<file path="config.mk">
export PLATFORM = sky130hd
export DESIGN_NAME = core_sequencer
export DESIGN_NICKNAME = d
export VERILOG_FILES = /design/src/rtl/core_sequencer.sv
export SDC_FILE = /design/constraint.sdc
export NUM_CORES = 1
export LEC_CHECK = 0
export CAP_MARGIN = 20
export CORE_MARGIN = 2
export CORE_UTILIZATION = 28
export CTS_CLUSTER_SIZE = 16
export DETAILED_ROUTE_END_ITERATION = 6
export PLACE_DENSITY = 0.51
export SYNTH_ARGS = -nofsm -noshare
export SYNTH_HDL_FRONTEND = slang
export SYNTH_SLANG_ARGS = --single-unit
export TNS_END_PERCENT = 10
</file>
<file path="constraint.sdc">
create_clock -name CLK -period 4.4 [get_ports CLK]
set_input_delay 0.88 -clock CLK [delete_from_list [all_inputs] [get_ports CLK]]
set_output_delay 0.88 -clock CLK [all_outputs]
set_load 0.005 [all_outputs]
</file>
<file path="src/rtl/core_sequencer.sv">
// Address sequencer for the calculator core: issues a programmed address range on Counter
// and tags the core's fixed-latency results. Define SEQ_LOOP_EN to repeat the range until stopped.
module core_sequencer #(
    parameter int ADDRESS_WIDTH = 10,
    parameter int PIPE_LATENCY  = 3
) (
    input  logic                     CLK,
    input  logic                     Reset,
    input  logic                     Start,
    input  logic                     Pause,
    input  logic [ADDRESS_WIDTH-1:0] Start_Address,
    input  logic [ADDRESS_WIDTH-1:0] End_Address,
    output logic [ADDRESS_WIDTH-1:0] Counter,
    output logic                     Issue,
    output logic                     Busy,
    output logic                     Result_Valid,
    output logic [ADDRESS_WIDTH-1:0] Result_Index,
    output logic                     Done,
    output logic                     Error
);

    typedef enum logic [1:0] {
        S_IDLE,
        S_RUN,
        S_DRAIN,
        S_DONE
    } state_t;

    state_t                     state;
    logic [ADDRESS_WIDTH-1:0]   end_lat;
`ifdef SEQ_LOOP_EN
    logic [ADDRESS_WIDTH-1:0]   start_lat;
    logic                       stop_req;
`endif

    logic [PIPE_LATENCY-1:0]    vld_p;
    logic [ADDRESS_WIDTH-1:0]   idx_p [PIPE_LATENCY];
    logic [PIPE_LATENCY-1:0]    vld_adv;

    logic range_ok;
    logic at_end;
    logic pending;

    assign range_ok = (Start_Address <= End_Address);
    assign at_end   = Issue && (Counter == end_lat);
    // Tags that will still reach the last stage after this edge; the
    // last-stage tag is being presented now and needs no further wait.
    assign vld_adv  = vld_p << 1;
    assign pending  = |vld_adv;

    assign Result_Valid = vld_p[PIPE_LATENCY-1];
    assign Result_Index = idx_p[PIPE_LATENCY-1];

    // Tag pipeline: mirrors the core's latency, stage 0 captures {Issue, Counter}
    always_ff @(posedge CLK) begin
        if (Reset) begin
            vld_p <= '0;
            for (int i = 0; i < PIPE_LATENCY; i++) begin
                idx_p[i] <= '0;
            end
        end else begin
            vld_p[0] <= Issue;
            idx_p[0] <= Counter;
            for (int i = 1; i < PIPE_LATENCY; i++) begin
                vld_p[i] <= vld_p[i-1];
                idx_p[i] <= idx_p[i-1];
            end
        end
    end

    always_ff @(posedge CLK) begin
        if (Reset) begin
            state   <= S_IDLE;
            Counter <= '0;
            Issue   <= 1'b0;
            Busy    <= 1'b0;
            Done    <= 1'b0;
            Error   <= 1'b0;
            end_lat <= '0;
`ifdef SEQ_LOOP_EN
            start_lat <= '0;
            stop_req  <= 1'b0;
`endif
        end else begin
            Done <= 1'b0;
            case (state)
                S_IDLE: begin
                    Issue <= 1'b0;
                    if (Start) begin
                        if (range_ok) begin
                            end_lat <= End_Address;
`ifdef SEQ_LOOP_EN
                            start_lat <= Start_Address;
                            stop_req  <= 1'b0;
`endif
                            Counter <= Start_Address;
                            Issue   <= 1'b1;
                            Error   <= 1'b0;
                            Busy    <= 1'b1;
                            state   <= S_RUN;
                        end else begin
                            Error <= 1'b1;
                            Done  <= 1'b1;
                        end
                    end
                end

                S_RUN: begin
`ifdef SEQ_LOOP_EN
                    if (Start) begin
                        stop_req <= 1'b1;
                    end
`endif
                    if (at_end) begin
`ifdef SEQ_LOOP_EN
                        // A stop request lets the current pass finish up to End.
                        if (stop_req || Start) begin
                            Issue <= 1'b0;
                            state <= S_DRAIN;
                        end else begin
                            Counter <= start_lat;
                            Issue   <= ~Pause;
                        end
`else
                        Issue <= 1'b0;
                        state <= S_DRAIN;
`endif
                    end else begin
                        if (Issue) begin
                            Counter <= Counter + 1'b1;
                        end
                        Issue <= ~Pause;
                    end
                end

                S_DRAIN: begin
                    Issue <= 1'b0;
                    if (!pending) begin
                        Done  <= 1'b1;
                        Busy  <= 1'b0;
                        state <= S_DONE;
                    end
                end

                S_DONE: begin
                    Issue <= 1'b0;
                    state <= S_IDLE;
                end

                default: begin
                    state <= S_IDLE;
                    Issue <= 1'b0;
                    Busy  <= 1'b0;
                end
            endcase
        end
    end

endmodule

</file>
---- Word-level counts from Yosys, hierarchy flattened ----
Memory sizes are Yosys's and may differ from the RTL's.
Cells that the tools add are included.
W data, S select, Z words.
storage, ports and cells
  flip-flop bits (word level) ............. 29
  RAM bits ................................ 30
  input port bits ......................... 24
  logic and storage cells ................. 64
  memories kept ........................... 1
  output and inout bits ................... 25
cells by class
  equal/unequal tests ..................... 10
  reduce and logical (&&, ||, !) cells .... 11
  multiplexer cells ....................... 28
  add/subtract/negate cells ............... 1
  magnitude comparators ................... 1
  bitwise operators ....................... 4
memory list
  memory  words  bits a word  read ports  clocked after Yosys merged registers in  wr ports  line  text
  idx_p   3      10           3           0                                        3         37    logic [ADDRESS_WIDTH-1:0] idx_p [PIPE_LATENCY];
operator list
  operator                 count
  $mux W10                 7
  $pmux W10 S2             1
  $mux W1                  12
  $ne A2 B2 Y1 const B     6
  $add A10 B1 Y10 const B  1
  $eq A10 B10 Y1           1
  $le A10 B10 Y1           1
  $mux W2                  4
  $pmux W2 S4              1
  $reduce_and A4 Y1        2
  $reduce_and A5 Y1        1
  $eq A2 B2 Y1 const B     2
  $pmux W1 S2              2
  $reduce_bool A2 Y1       2
  $reduce_or A2 Y1         2
  $or A1 B1 Y1             3
  $pmux W1 S3              1
  $reduce_and A3 Y1        1
  $eq A2 B1 Y1 const B     1
  $logic_not A2 Y1         1
  $reduce_and A2 Y1        1
  $logic_and A1 B1 Y1      1
  $not A1 Y1               1

---- Depth between registers and ports, before layout ----
Gate-level depths: netlist (run 1).
  depth in word-level cells ............... 4
  mapped depth ............................ 10
  depth with buffers taken out ............ 8

---- Least setup slack after synthesis (run 1) ----
Ideal clock, no wire load.
  path type ............................... input-to-reg
  from .................................... in End_Address[5]
  to ...................................... reg end_lat[1]
  arrival ................................. 2.433 ns
  setup time .............................. 0.132 ns
  path slack .............................. 1.834 ns
  data required time ...................... 4.268 ns
  cell stages on the path ................. 9
  buffers on the path ..................... 1
  cell sequence ........................... inv_1 > ha_1 > a21oi_1 > o21ai_0 > a2111oi_0 > o21ai_0 > clkbuf_1 > nand2_1 > a21oi_1
between the ends
  cells in the longest elaborated chain, start to end .. 2
RTL lines
  element                             line  text
  start, declared                     12    input logic [ADDRESS_WIDTH-1:0] End_Address,
  $le A10 B10 Y1                      44    assign range_ok = (Start_Address <= End_Address);
  $reduce_and A3 Y1 (no source line)  n/a
  end signal, assigned                91    end_lat <= End_Address;
  end, declared                       30    logic [ADDRESS_WIDTH-1:0] end_lat;
No other way between the ends.
A chain may end at the register's enable or synchronous reset.

---- Worst setup path after layout (run 1) ----
  from .................................... in End_Address[5]
  to ...................................... reg end_lat[6]
The elaborated chain is that of the path after synthesis.

==> flow_metrics.tcl, run 1 <==
set metrics [dict create \
    status "complete, no violations" \
    drc 0 \
    vias_per_cell 4.58 \
    cts_root_buf "clkbuf_8" \
    hold_path.class "reg -> reg" \
    post_cts_buffers 0 \
    area_growth_pct 25.4 \
    min_period_ns 3.10 \
    ys_seq_elements 59 \
    required_ns 4.58 \
    path_clk_slew_ns 0.07 \
    r2r_end "Counter[1]" \
    numCtsBuffers 9 \
    dp_hpwl_um 4550 \
    yosysMostFrequentCell "dfxtp_1" \
    synth_area_um2 2780 \
    seq_area_frac_synth_pct 42.5 \
    hold_path_depth 1 \
    setup-tns-final_ns 0 \
    coreArea_um2 9680 \
    crit_fanout 11 \
    timing.rr.start "state[1]" \
    synthArstFlopShare_pct 0 \
    max_freq_mhz 323 \
    avgSynthCellArea_um2 9.03 \
    rows 36 \
    hold_start "idx_p[0][19]" \
    cp_slowest_cell "a2111oi_0" \
    worst_slew_pin_slew_ns 0.859 \
    htreeDepth 3 \
    port-buffer-count 48 \
    setup_viol 0 \
    die_width_um 104 \
    cts_sinks 59 \
    p_per_area_nw_per_um2 607 \
    final_hold_viol_count 0 \
    n_antenna_cell 0 \
    cp-start-kind "input pin" \
    synth_fp_nets 346 \
    drv_cap 0 \
    grt_start_max_net_pins 48 \
    finalWorstSetupSlack_ns 1.30 \
    postCtsResizedCells 0 \
    reg2regPathDepth 6 \
    cts_tree "done" \
    nets 380 \
    drt_iter0_drc 154 \
    ys.flop_type "dfxtp_1" \
    antenna_found_initial 0 \
    hold_buffers 0 \
    grt_pass1_vias 2136 \
    cp.arrival_ns 3.28 \
    grt_pass1_wl_um 10500 \
    r2r_slack_ns 1.82 \
    fp.dieArea_um2 10700 \
    drtPass1Iterations 4 \
    grt-ovfl-total 0 \
    synth_area_leaders "dfxtp_1 (42%), nor2b_1 (7.9%), ha_1 (6.3%)" \
    yosys_warnings 0 \
    route.vias.total 2198 \
    wire_per_inst_um 13.0 \
    fin_crit_sh_pct 70.4 \
    io-pin-count 49 \
    cts-root-to-sink-buffers 2 \
    clock_skew_ns 0.00947 \
    routed_wl_um 6220 \
    synth_cells 308 \
    ir_drop_mv 0.200 \
    crit_path_cell_trace "clkdlybuf4s50_1, inv_1, ha_1, a21oi_1, o21ai_0, a2111oi_0, o21ai_0, buf_4, nand2_1, a21oi_1" \
    max-slew-margin-rel_pct 42.8 \
    layout-drive-gt1-share_pct 9.22 \
    grt_usage_pct 12.2 \
    synth_edf_count 0 \
    crit_start "End_Address[5]" \
    postRouteAntennaNets 0 \
    path_buf_inv 3 \
    yosysTopAreaCellShare_pct 42.5 \
    holdPathEnd "idx_p[0][29]" \
    start_util_pct 28.7 \
    path_delay_family "compound AO/OA/AOI/OAI gates" \
    place_ws_ns 0.985 \
    slowest_delay_ns 0.74 \
    path_class "in -> reg" \
    fillers 995 \
    p_leak_nw 1.33 \
    cp-end-kind "flip-flop" \
    dieHeight_um 104 \
    synth.largest_area_cell "dfxtp_1" \
    synthTopCellsByCount "dfxtp_1 (59), nor2b_1 (35), a21oi_1 (25), nand2_1 (22), inv_1 (17)" \
    slew_viol_final 0 \
    yosysUniqueCellTypes 45 \
    rsz0062_at_grt "false" \
    insertion_delay_ns 0.33 \
    gp_congestion 0.855 \
]
-- worst register-to-register path: cells and delay by family (launching register included) --
family	cells	cell delay, ns
fa+ha+maj	1	0.57
mux	1	0.32
compound gates	1	0.32
simple gates	2	0.85
buf+inv	1	0.10
flops	1	0.31
-- registers in the layout (all words and copies together), names as in the netlist --
name	count
Done	1
Error	1
vld_p	3
end_lat	10
Busy	1
idx_p	30
Counter	10
Issue	1
state	2
-- metal layers --
layer / track usage, % / share of wire [%] / vias up
met2: 18.9 / 44 / 68
met3: 2.89 / 6.1 / 6
met5: 0 / 0 / -
met1: 16.2 / 48 / 1001
li1: - / - / 1123
met4: 5.02 / 1.2 / 0
-- cell usage in the layout (no fill, tap or decap), types with 12 or more instances in the layout --
| cell type | netlist | layout |
|---|---|---|
| a21oi_1 | 25 | 25 |
| clkdlybuf4s50_1 | 0 | 47 |
| dfxtp_1 | 59 | 59 |
| ha_1 | 14 | 14 |
| inv_1 | 17 | 17 |
| nand2_1 | 22 | 22 |
| nand3_1 | 16 | 16 |
| nor2_1 | 15 | 15 |
| nor2b_1 | 35 | 35 |
| o21ai_0 | 12 | 12 |
-- per-stage QoR --
| step | instances | power, mW | area, um^2 | util [%] | hold slack (ns) |
|---|---|---|---|---|---|
| 2_1_floorplan | 308 | 1.36 | 2780 | - | 0.414 |
| 3_3_place_gp | 464 | 1.56 | 3260 | 33.6 | 0.418 |
| 3_5_place_dp | 464 | 1.57 | 3260 | 33.6 | 0.422 |
| 4_1_cts | 480 | 2.14 | 3490 | 36.0 | 0.433 |
| 5_1_grt | 480 | 2.27 | 3490 | 36.0 | 0.448 |
| 6_report | 480 | 2.12 | 3490 | 36.0 | 0.433 |
-- power breakdown --
| part | total [mW] | internal (mW) | switching, mW | leakage (nW) |
|---|---|---|---|---|
| logic | 0.788 | 0.373 | 0.415 | 0.734 |
| registers | 0.773 | 0.650 | 0.123 | 0.480 |
| clock network | 0.555 | 0.349 | 0.206 | 0.113 |
| total | 2.12 | 1.37 | 0.744 | 1.33 |
-- area by class of cell --
| type | count | area, um^2 | area share [%] |
|---|---|---|---|
| tap | 133 | 166 | 4.77 |
| sequential | 59 | 1180 | 33.9 |
| clock inverter | 4 | 72.6 | 2.08 |
| timing repair buffer | 50 | 490 | 14.1 |
| inverter | 17 | 63.8 | 1.83 |
| clock buffer | 12 | 155 | 4.45 |
| multi-input combinational | 205 | 1360 | 38.9 |
-- worst max-delay path by stage --
stage	to	slack, ns	cells after the start
final	end_lat[6]	1.30	10
after global routing	end_lat[1]	1.07	10
after CTS	end_lat[1]	1.33	10
after detailed placement	end_lat[6]	0.98	10
after global placement	end_lat[6]	0.97	10
after floorplan	end_lat[1]	1.83	9
-- logic make-up (layout without fill, tap and decap cells) --
family / count (synthesis) / after routing / share of synthesized area (%)
compound gates: 68 / 68 / 16.4
xor+xnor: 10 / 10 / 4.23
fa+ha+maj: 14 / 14 / 6.30
buf+inv: 44 / 83 / 8.73
flops: 59 / 59 / 42.5
mux: 2 / 2 / 0.900
simple gates: 111 / 111 / 21.0
No activity file was read; power rests on OpenSTA's default activity.
==> run 2, diff against run 1 <==
==> constraint.sdc (replaced) <==
create_clock -name CLK -period 2.95 [get_ports CLK]
set_input_delay 0.59 -clock CLK [delete_from_list [all_inputs] [get_ports CLK]]
set_output_delay 0.59 -clock CLK [all_outputs]
set_load 0.005 [all_outputs]
==> run 2 against run 1 <==
Total power is 53% higher. Non-clock buffer count is 15 higher. Global-route usage is 0.099 points higher. Register-to-register slack worse by 0.93 ns.
==> flow_metrics.tcl, run 2 (synthesized netlist as in run 1, its figures left out) <==
set metrics [dict create \
    drt_iter0_drc 131 \
    rows 36 \
    worst_slew_pin_slew_ns 0.556 \
    setup_viol 0 \
    fin_cells 495 \
    coreArea_um2 9680 \
    grt_usage_pct 12.3 \
    clock_skew_ns 0.00812 \
    cp.arrival_ns 2.91 \
    gp_congestion 0.817 \
    nets 395 \
    hold_path.class "reg -> reg" \
    slew_viol_final 0 \
    max-slew-margin-rel_pct 62.8 \
    place_inst 479 \
    final_common_cell "dfxtp_1" \
    area_growth_pct 29.9 \
    final_cell_mix "dfxtp_1 (59), clkdlybuf4s50_1 (47), nor2b_1 (35)" \
    insertion_delay_ns 0.33 \
    grt_pass1_wl_um 10500 \
    final_hold_viol_count 0 \
    timing.rr.start "state[1]" \
    cp-end-kind "flip-flop" \
    postRouteAntennaNets 0 \
    numCtsBuffers 9 \
    rsz0062_at_grt "false" \
    grt-ovfl-total 0 \
    ir_drop_mv 0.398 \
    pwr-share-clk_pct 25.4 \
    internal_power_mw 2.10 \
    path_clk_slew_ns 0.07 \
    cp-start-kind "input pin" \
    fin_util_pct 37.3 \
    status "complete, no violations" \
    vias_per_cell 4.53 \
    place_area_um2 3380 \
    grt_pass1_vias 2116 \
    wire_per_inst_um 12.6 \
    seqPwrFrac_pct 35.4 \
    p_per_area_nw_per_um2 895 \
    die_width_um 104 \
    largest_reg_flops 30 \
    drc 0 \
    crit_start "End_Address[5]" \
    fin_crit_sh_pct 91.8 \
    drtPass1Iterations 4 \
    postCtsResizedCells 0 \
    crit_fanout 8 \
    hold_start "idx_p[0][13]" \
    min_period_ns 2.71 \
    port-buffer-count 48 \
    top_regs "idx_p x30, Counter x10, end_lat x10" \
    io-pin-count 49 \
    path_class "in -> reg" \
    postLayoutCellArea_um2 3610 \
    grt_start_max_net_pins 27 \
    power_frac_comb_pct 39.2 \
    dp_hpwl_um 4750 \
    cts_tree "done" \
    required_ns 3.15 \
    p_sw_share_pct 35.1 \
    cts_root_buf "clkbuf_8" \
    max_freq_mhz 369 \
    routed_wl_um 6240 \
    drv_cap 0 \
    p_switching_mw 1.13 \
    p_leak_nw 1.40 \
    n_antenna_cell 0 \
    cts-root-to-sink-buffers 2 \
    route.vias.total 2242 \
    fp.dieArea_um2 10700 \
    hold_buffers 0 \
    layout-drive-gt1-share_pct 13.3 \
    antenna_found_initial 0 \
    htreeDepth 3 \
    dieHeight_um 104 \
    largest-register "idx_p" \
    cts_sinks 59 \
    start_util_pct 28.7 \
    post_cts_buffers 0 \
    setup-tns-final_ns 0 \
]
run 2: changes by cell type in the layout (fill, tap and decap cells not counted):
cell        delta
clkbuf_8       -1
clkbuf_1       -1
a2111oi_0      -1
buf_4         +14
a2111oi_1      +1
buf_12         +1
clkinv_4       +1
clkinvlp_4     +1
run 2: worst max-delay path, cell delays in order:
cell             delay (ns)
clkdlybuf4s50_1        0.49
inv_1                  0.05
ha_1                   0.30
a21oi_1                0.15
o21ai_0                0.12
a2111oi_1              0.58
buf_4                  0.21
o21ai_0                0.11
buf_4                  0.18
nand2_1                0.06
a21oi_1                0.06
run 2: final cells by class:
type	instances	area (um^2)
flip-flops and latches	59	1180
fillers	1026	6070
inverters	17	63.8
multi-input cells	205	1360
well taps	133	166
repair buffers	65	616
clock buffers	10	138
clock inverters	6	88.8
run 2: final timing paths:
kind	cells past startpoint	endpoint	slack (ns)
worst max register to register	6	Counter[1]	0.89
worst min-delay path	1	idx_p[0][23]	0.43
worst min register to register	1	idx_p[0][23]	0.43
worst max-delay path	11	end_lat[8]	0.24
run 2: per-stage QoR:
step | worst slack [ns] | power (mW) | hold slack (ns)
after global placement | -0.131 | 2.42 | 0.418
final | 0.243 | 3.23 | 0.433
after detailed placement | -0.198 | 2.44 | 0.420
after floorplan | 0.674 | 2.03 | 0.414
after global routing | 0.0642 | 3.47 | 0.444
after CTS | 0.169 | 3.27 | 0.436
run 2: power by group through the flow:
stage	logic [mW]	clock network, mW	registers (mW)
3_5_place_dp	1.27	0	1.16
4_1_cts	1.28	0.849	1.14
5_1_grt	1.41	0.892	1.17
3_3_place_gp	1.26	0	1.16
6_report	1.27	0.821	1.14
2_1_floorplan	0.924	0	1.10
run 2: per-layer routing:
| metal | part of all wire, % | GRT usage [%] | up-vias | wire (um) |
|---|---|---|---|---|
| met5 | 0 | 0 | - | 0 |
| met4 | 1.2 | 4.34 | 0 | 76 |
| met3 | 6.5 | 3.59 | 8 | 408 |
| met2 | 45 | 19.5 | 74 | 2810 |
| met1 | 47 | 15.8 | 1005 | 2950 |
| li1 | - | - | 1155 | - |
==> run 3, diff against run 2 <==
--- a/config.mk
+++ b/config.mk
@@ -5,7 +5,7 @@
 export SDC_FILE = /design/constraint.sdc
 export NUM_CORES = 1
 export LEC_CHECK = 0
-export CAP_MARGIN = 20
+export CAP_MARGIN = 40
 export CORE_MARGIN = 2
 export CORE_UTILIZATION = 28
 export CTS_CLUSTER_SIZE = 16
==> results of run 3 <==
Same layout as run 2: the final DEF is identical, and so are final timing and power.
